===== config.mk =====
export PLATFORM = sky130hd
export DESIGN_NAME = pal_cfg_loader
export DESIGN_NICKNAME = d
export VERILOG_FILES = /design/src/rtl/pal_pkg.sv /design/src/rtl/pal_cfg_piso.sv /design/src/rtl/pal_cfg_loader.sv
export SDC_FILE = /design/constraint.sdc
export NUM_CORES = 1
export LEC_CHECK = 0
export ABC_AREA = 1
export BUFFER_PORTS_ARGS = -buffer_cell sky130_fd_sc_hd__buf_2
export CORE_MARGIN = 2
export CORE_UTILIZATION = 51
export DETAILED_ROUTE_END_ITERATION = 6
export PLACE_DENSITY = 0.68
export SKIP_CTS_REPAIR_TIMING = 1
export SYNTH_ARGS = -nofsm -noshare
export SYNTH_HDL_FRONTEND = slang
export SYNTH_SLANG_ARGS = --single-unit
export TNS_END_PERCENT = 5

===== constraint.sdc =====
create_clock -name CLK -period 2.3 [get_ports CLK]
set_input_delay 0.23 -clock CLK [delete_from_list [all_inputs] [get_ports CLK]]
set_output_delay 0.23 -clock CLK [all_outputs]
set_load 0.005 [all_outputs]

===== src/rtl/pal_pkg.sv =====
// pal_pkg: shared definitions for the PAL configuration loader.
//   - default PAL geometry (inputs, outputs, product stages)
//   - pal_bitstream_len(): configuration bitstream length for a geometry
//   - loader_state_t: loader FSM encoding, also used by the bench for coverage
package pal_pkg;

    localparam int PAL_N_DEFAULT = 4;
    localparam int PAL_M_DEFAULT = 1;
    localparam int PAL_P_DEFAULT = 3;

    typedef enum logic [2:0] {
        ST_IDLE      = 3'd0,
        ST_WAIT_WORD = 3'd1,
        ST_SHIFT_LO  = 3'd2,
        ST_SHIFT_HI  = 3'd3,
        ST_FINISH    = 3'd4
    } loader_state_t;

    // Two literal columns (true/complement) per input per product term,
    // plus one OR-plane bit per product term per output.
    function automatic int pal_bitstream_len(input int n, input int m, input int p);
        return 2 * n * p + p * m;
    endfunction

endpackage


===== src/rtl/pal_cfg_piso.sv =====
// pal_cfg_piso: parallel-load, shift-right register holding one bitstream word.
//   clk   : rising-edge clock
//   rst   : asynchronous active-high reset (clears the register)
//   load  : capture d (has priority over shift)
//   shift : shift right by one, zero fill at the top
//   d     : parallel word
//   q0    : current LSB (next bit to serialise)
module pal_cfg_piso #(
    parameter int WORD_W = 8
) (
    input  logic              clk,
    input  logic              rst,
    input  logic              load,
    input  logic              shift,
    input  logic [WORD_W-1:0] d,
    output logic              q0
);

    logic [WORD_W-1:0] sr;

    always_ff @(posedge clk or posedge rst) begin
        if (rst) begin
            sr <= '0;
        end else if (load) begin
            sr <= d;
        end else if (shift) begin
            sr <= {1'b0, sr[WORD_W-1:1]};
        end
    end

    assign q0 = sr[0];

endmodule


===== src/rtl/pal_cfg_loader.sv =====
// pal_cfg_loader: streams the PAL configuration bitstream onto PAL.CLK/PAL.CFG.
// Words arrive over DATA_IN/DATA_VALID/DATA_READY and are serialised LSB first,
// two CLK cycles per bit (CFG set up in a low cycle, CLK high in the next).
//   CLK        : system clock, rising edge
//   RST        : asynchronous active-high reset
//   START      : one-cycle load request, honoured only in IDLE
//   DATA_IN    : bitstream word, bit 0 = lowest remaining bitstream index
//   DATA_VALID : DATA_IN valid
//   DATA_READY : loader accepts a word this cycle
//   PAL_CLK    : configuration clock to the PAL
//   PAL_CFG    : configuration data to the PAL
//   BUSY       : load in progress
//   DONE       : one-cycle pulse after the last bit
//   DBG_STATE  : current FSM state, for observation only
//
// Handshake: a word transfers on a rising CLK edge where DATA_VALID and
// DATA_READY are both 1. DATA_READY is only ever 1 in WAIT_WORD; DATA_VALID in
// any other state is ignored and the word stays with the producer.
module pal_cfg_loader
    import pal_pkg::*;
#(
    parameter int N      = PAL_N_DEFAULT,
    parameter int M      = PAL_M_DEFAULT,
    parameter int P      = PAL_P_DEFAULT,
    parameter int WORD_W = 8
) (
    input  logic              CLK,
    input  logic              RST,
    input  logic              START,
    input  logic [WORD_W-1:0] DATA_IN,
    input  logic              DATA_VALID,
    output logic              DATA_READY,
    output logic              PAL_CLK,
    output logic              PAL_CFG,
    output logic              BUSY,
    output logic              DONE,
    output loader_state_t     DBG_STATE
);

    localparam int LEN  = pal_bitstream_len(N, M, P);
    localparam int BS_W = $clog2(LEN + 1);
    localparam int WB_W = $clog2(WORD_W + 1);

    loader_state_t   state;
    logic [BS_W-1:0] bits_sent;
    logic [WB_W-1:0] word_bits;
    logic [BS_W-1:0] bits_left;
    logic [WB_W-1:0] next_word_bits;
    logic            sr_load;
    logic            sr_shift;
    logic            sr_q0;

    // The final word may carry fewer useful bits than WORD_W.
    assign bits_left      = BS_W'(LEN) - bits_sent;
    assign next_word_bits = (int'(bits_left) < WORD_W) ? WB_W'(bits_left) : WB_W'(WORD_W);

    assign sr_load  = (state == ST_WAIT_WORD) && DATA_VALID && DATA_READY;
    // The register shifts as SHIFT_LO ends: the current bit is already held in
    // the PAL_CFG flop, and q0 then presents the next bit for the SHIFT_HI exit.
    assign sr_shift = (state == ST_SHIFT_LO);

    pal_cfg_piso #(
        .WORD_W (WORD_W)
    ) u_piso (
        .clk   (CLK),
        .rst   (RST),
        .load  (sr_load),
        .shift (sr_shift),
        .d     (DATA_IN),
        .q0    (sr_q0)
    );

    // Every output is a flop set on the edge that enters the state which
    // defines it, so PAL_CLK/PAL_CFG never glitch.
    always_ff @(posedge CLK or posedge RST) begin
        if (RST) begin
            state      <= ST_IDLE;
            bits_sent  <= '0;
            word_bits  <= '0;
            DATA_READY <= 1'b0;
            PAL_CLK    <= 1'b0;
            PAL_CFG    <= 1'b0;
            BUSY       <= 1'b0;
            DONE       <= 1'b0;
        end else begin
            DONE <= 1'b0;
            case (state)
                ST_IDLE: begin
                    if (START) begin
                        state      <= ST_WAIT_WORD;
                        BUSY       <= 1'b1;
                        DATA_READY <= 1'b1;
                    end
                end

                ST_WAIT_WORD: begin
                    // Stalls here with PAL_CLK low and PAL_CFG holding.
                    if (DATA_VALID) begin
                        state      <= ST_SHIFT_LO;
                        DATA_READY <= 1'b0;
                        PAL_CFG    <= DATA_IN[0];
                        word_bits  <= next_word_bits;
                    end
                end

                ST_SHIFT_LO: begin
                    state   <= ST_SHIFT_HI;
                    PAL_CLK <= 1'b1;
                end

                ST_SHIFT_HI: begin
                    PAL_CLK <= 1'b0;
                    if (bits_sent == BS_W'(LEN - 1)) begin
                        state     <= ST_FINISH;
                        DONE      <= 1'b1;
                        BUSY      <= 1'b0;
                        PAL_CFG   <= 1'b0;
                        bits_sent <= '0;
                        word_bits <= '0;
                    end else begin
                        bits_sent <= bits_sent + 1'b1;
                        word_bits <= word_bits - 1'b1;
                        if (word_bits == WB_W'(1)) begin
                            state      <= ST_WAIT_WORD;
                            DATA_READY <= 1'b1;
                        end else begin
                            state   <= ST_SHIFT_LO;
                            PAL_CFG <= sr_q0;
                        end
                    end
                end

                ST_FINISH: begin
                    state <= ST_IDLE;
                end

                default: begin
                    state <= ST_IDLE;
                end
            endcase
        end
    end

    assign DBG_STATE = state;

endmodule

==> flow_summary.yaml <==
run_status:
  status: "completed"
critical_path:
  worstPathRequired_ns: 2.54
  start_kind: "register"
  path_max_fanout: 13
  cp-end-kind: "register"
  worstSetupPathType: "reg -> reg"
  arrival_ns: 1.88
die:
  die_y_um: 57.0
  dieArea_mm2: 0.00325
  rows: 19
  die_x_um: 57.0
  core_mm2: 0.00271
  initial_core_util_pct: 52.9
  io-pin-count: 20
drt:
  wl_mm: 2.84
  drc: 0
  avgViaCountPerCell: 5.18
  ant_nets: 0
  drt_first_pass_iters: 4
  num_vias: 1217
  drt_iter0_markers: 37
  wl_per_cell_um: 12.1
cells_and_area:
  diodes: 0
  area_growth_pct: 10.4
  final_nets: 223
  layout.cells.non_filler: 235
  drive_gt1_share_pct: 21.1
  stdcell_area_mm2: 0.00158
sta:
  skew_ns: 0.00934
  post-route-period-util_pct: 71.1
  fmaxAchievable_ghz: 0.612
  grt_setup_unrepaired: "no"
  slew_headroom_pct: 73.1
  max_slew.worst_pin.slew_ns: 0.404
  final.setup.tns_ns: 0
  fin_ws_ns: 0.666
  setup_viol: 0
  period_needed_ns: 1.63
  slew_viol_final: 0
  hold_viol: 0
synth:
  synth_compound_gate_area_share_pct: 4.97
  synth_top_area_share_pct: 43.6
  yosysWarnings: 0
  yosys.area_share.simple_pct: 37.3
  synthFlopType: "dfrtp_1"
  synth.cell_area_mm2: 0.00143
  async_flop_share_pct: 100
  synth_cells: 182
  synthTopCellsByArea: "dfrtp_1 (44%), nand2_1 (15%), nand3_1 (9.8%), ha_1 (5.2%), inv_1 (4.2%)"
  yosysUniqueCellTypes: 26
  muxShareOfSynthArea_pct: 0
  synth-adder-area-share_pct: 5.24
  synth_top_family_by_area: "simple AND/OR/NAND/NOR gates"
  ys_seq_area_share_pct: 43.6
  syn_avg_cell_area_um2: 7.88
  yosysMostFrequentCell: "nand2_1"
  synth-seq-cells: 25
  syn_nets: 200
  synth_edf_count: 0
  synth_common_cells: "nand2_1 (58), nand3_1 (28), dfrtp_1 (25)"
  synth_xor_area_share_pct: 1.22
  synth_top_area_cell: "dfrtp_1"
clocking:
  cts_buffers: 3
  cts.sinks: 25
  clockBufferDepth: 2
  insertion_delay_ns: 0.32
  cts-htree-levels: 1
  path_clk_slew_ns: 0.14
  root_buffer: "clkbuf_4"
  cts_tree: "built"
placed_design:
  pre_cts_ws_ns: 0.700
  portBuffers: 19
  place_inst: 230
  place_area_mm2: 0.00155
  gp_congestion: 0.845
  hpwl_mm: 2.19
grt:
  grt_max_degree: 26
  grt_first_pass_wirelength_mm: 5.12
  grt_pass1_vias: 1177
  antenna_found_initial: 0
  grt_usage_pct: 19.6
  grt-ovfl-total: 0
worst_hold_path:
  hold_class: "in -> reg"
power:
  ir_drop_v: 0.000942
  total_power_mw: 2.00
  p_per_area_mw_per_mm2: 1270
  p_leak_nw: 0.859
job:
  cap_viol_max_count: 0
## per-stage QoR
stage / hold WS (ns) / util (%)
6_report: 0.102 / 58.4
2_1_floorplan: 0.257 / -
5_1_grt: 0.116 / 58.4
3_5_place_dp: 0.300 / 57.0
4_1_cts: -0.0627 / 58.0
3_3_place_gp: 0.291 / 57.0
## worst paths after layout
| kind | startpoint | depth (start not counted) | endpoint | slack (ns) |
|---|---|---|---|---|
| setup / recovery | DBG_STATE[0] | 4 | DBG_STATE[1] | 0.67 |
| hold / removal | DATA_IN[7] | 3 | u_piso.sr[7] | 0.10 |
| setup reg to reg | DBG_STATE[0] | 4 | DBG_STATE[1] | 0.67 |
| hold reg to reg | PAL_CFG | 2 | PAL_CFG | 0.49 |
| max in group asynchronous | RST | 4 | u_piso.sr[4] | 1.56 |
| min in group asynchronous | RST | 4 | bits_sent[4] | 0.49 |
## flip-flops by register name (all words and copies together), names as in the netlist, 3 cells and up
| register | count |
|---|---|
| u_piso.sr | 8 |
| bits_sent | 5 |
| word_bits | 4 |
| DBG_STATE | 3 |
## power breakdown
group          switching [mW]  internal [mW]  leakage, nW  total [mW]
clock                   0.130         0.0650       0.0177       0.195
combinational           0.630          0.391        0.529        1.02
sequential              0.168          0.622        0.313       0.789
## cells by family (layout without fill, tap and decap cells)
group,count (synthesis),in the layout
AOI/OAI and AO/OA,11,11
buffers and inverters,24,46
adders and majority gates,6,6
xor gates and xnor gates,2,2
and+or+nand+nor,114,114
DFF,25,25
## layer usage
layer  share of wire (%)  vias to the layer above  GRT usage, %
li1                    -                      631             -
met1                  46                      569          24.9
met2                  51                       13          34.3
met3                 2.5                        4          2.49
met4                0.92                        0          6.64
met5                   0                        -             0
## cell usage in the layout, fill, tap and decap left out
cell           synthesis  routed
a211oi_1               1       1
a21oi_1                2       2
a31oi_1                2       2
buf_2                  0      19
buf_4                  1       1
clkbuf_4               0       3
clkinv_2               0       1
dfrtp_1               25      25
dlygate4sd3_1          0       1
ha_1                   6       6
inv_1                 16      16
inv_2                  5       5
nand2_1               58      58
nand2_2                3       3
nand2_4                1       1
nand3_1               28      28
nand3_2                4       4
nand4_1                2       2
nor2_1                12      12
nor2_2                 1       1
nor2_4                 3       3
nor3_1                 2       2
o21ai_0                1       1
o21ai_1                2       2
o21ai_2                1       1
o21bai_2               1       1
o22ai_1                1       1
xnor2_1                1       1
xor2_1                 1       1
## cell type report
type | count | area [um^2]
Clock buffer | 3 | 22.5
Fill cell | 265 | 1130
Inverter | 21 | 78.8
Multi-Input combinational cell | 133 | 699
Sequential cell | 25 | 626
Tap cell | 31 | 38.8
Timing Repair Buffer | 21 | 113
Clock inverter | 1 | 5.00
## critical path, cell delays in order (launching register included)
cell and delay [ns]:
dfrtp_1 0.62, nand3_2 0.32, nor2_1 0.33, nand2_1 0.12, a31oi_1 0.17
No activity file was read; power rests on OpenSTA's default activity.
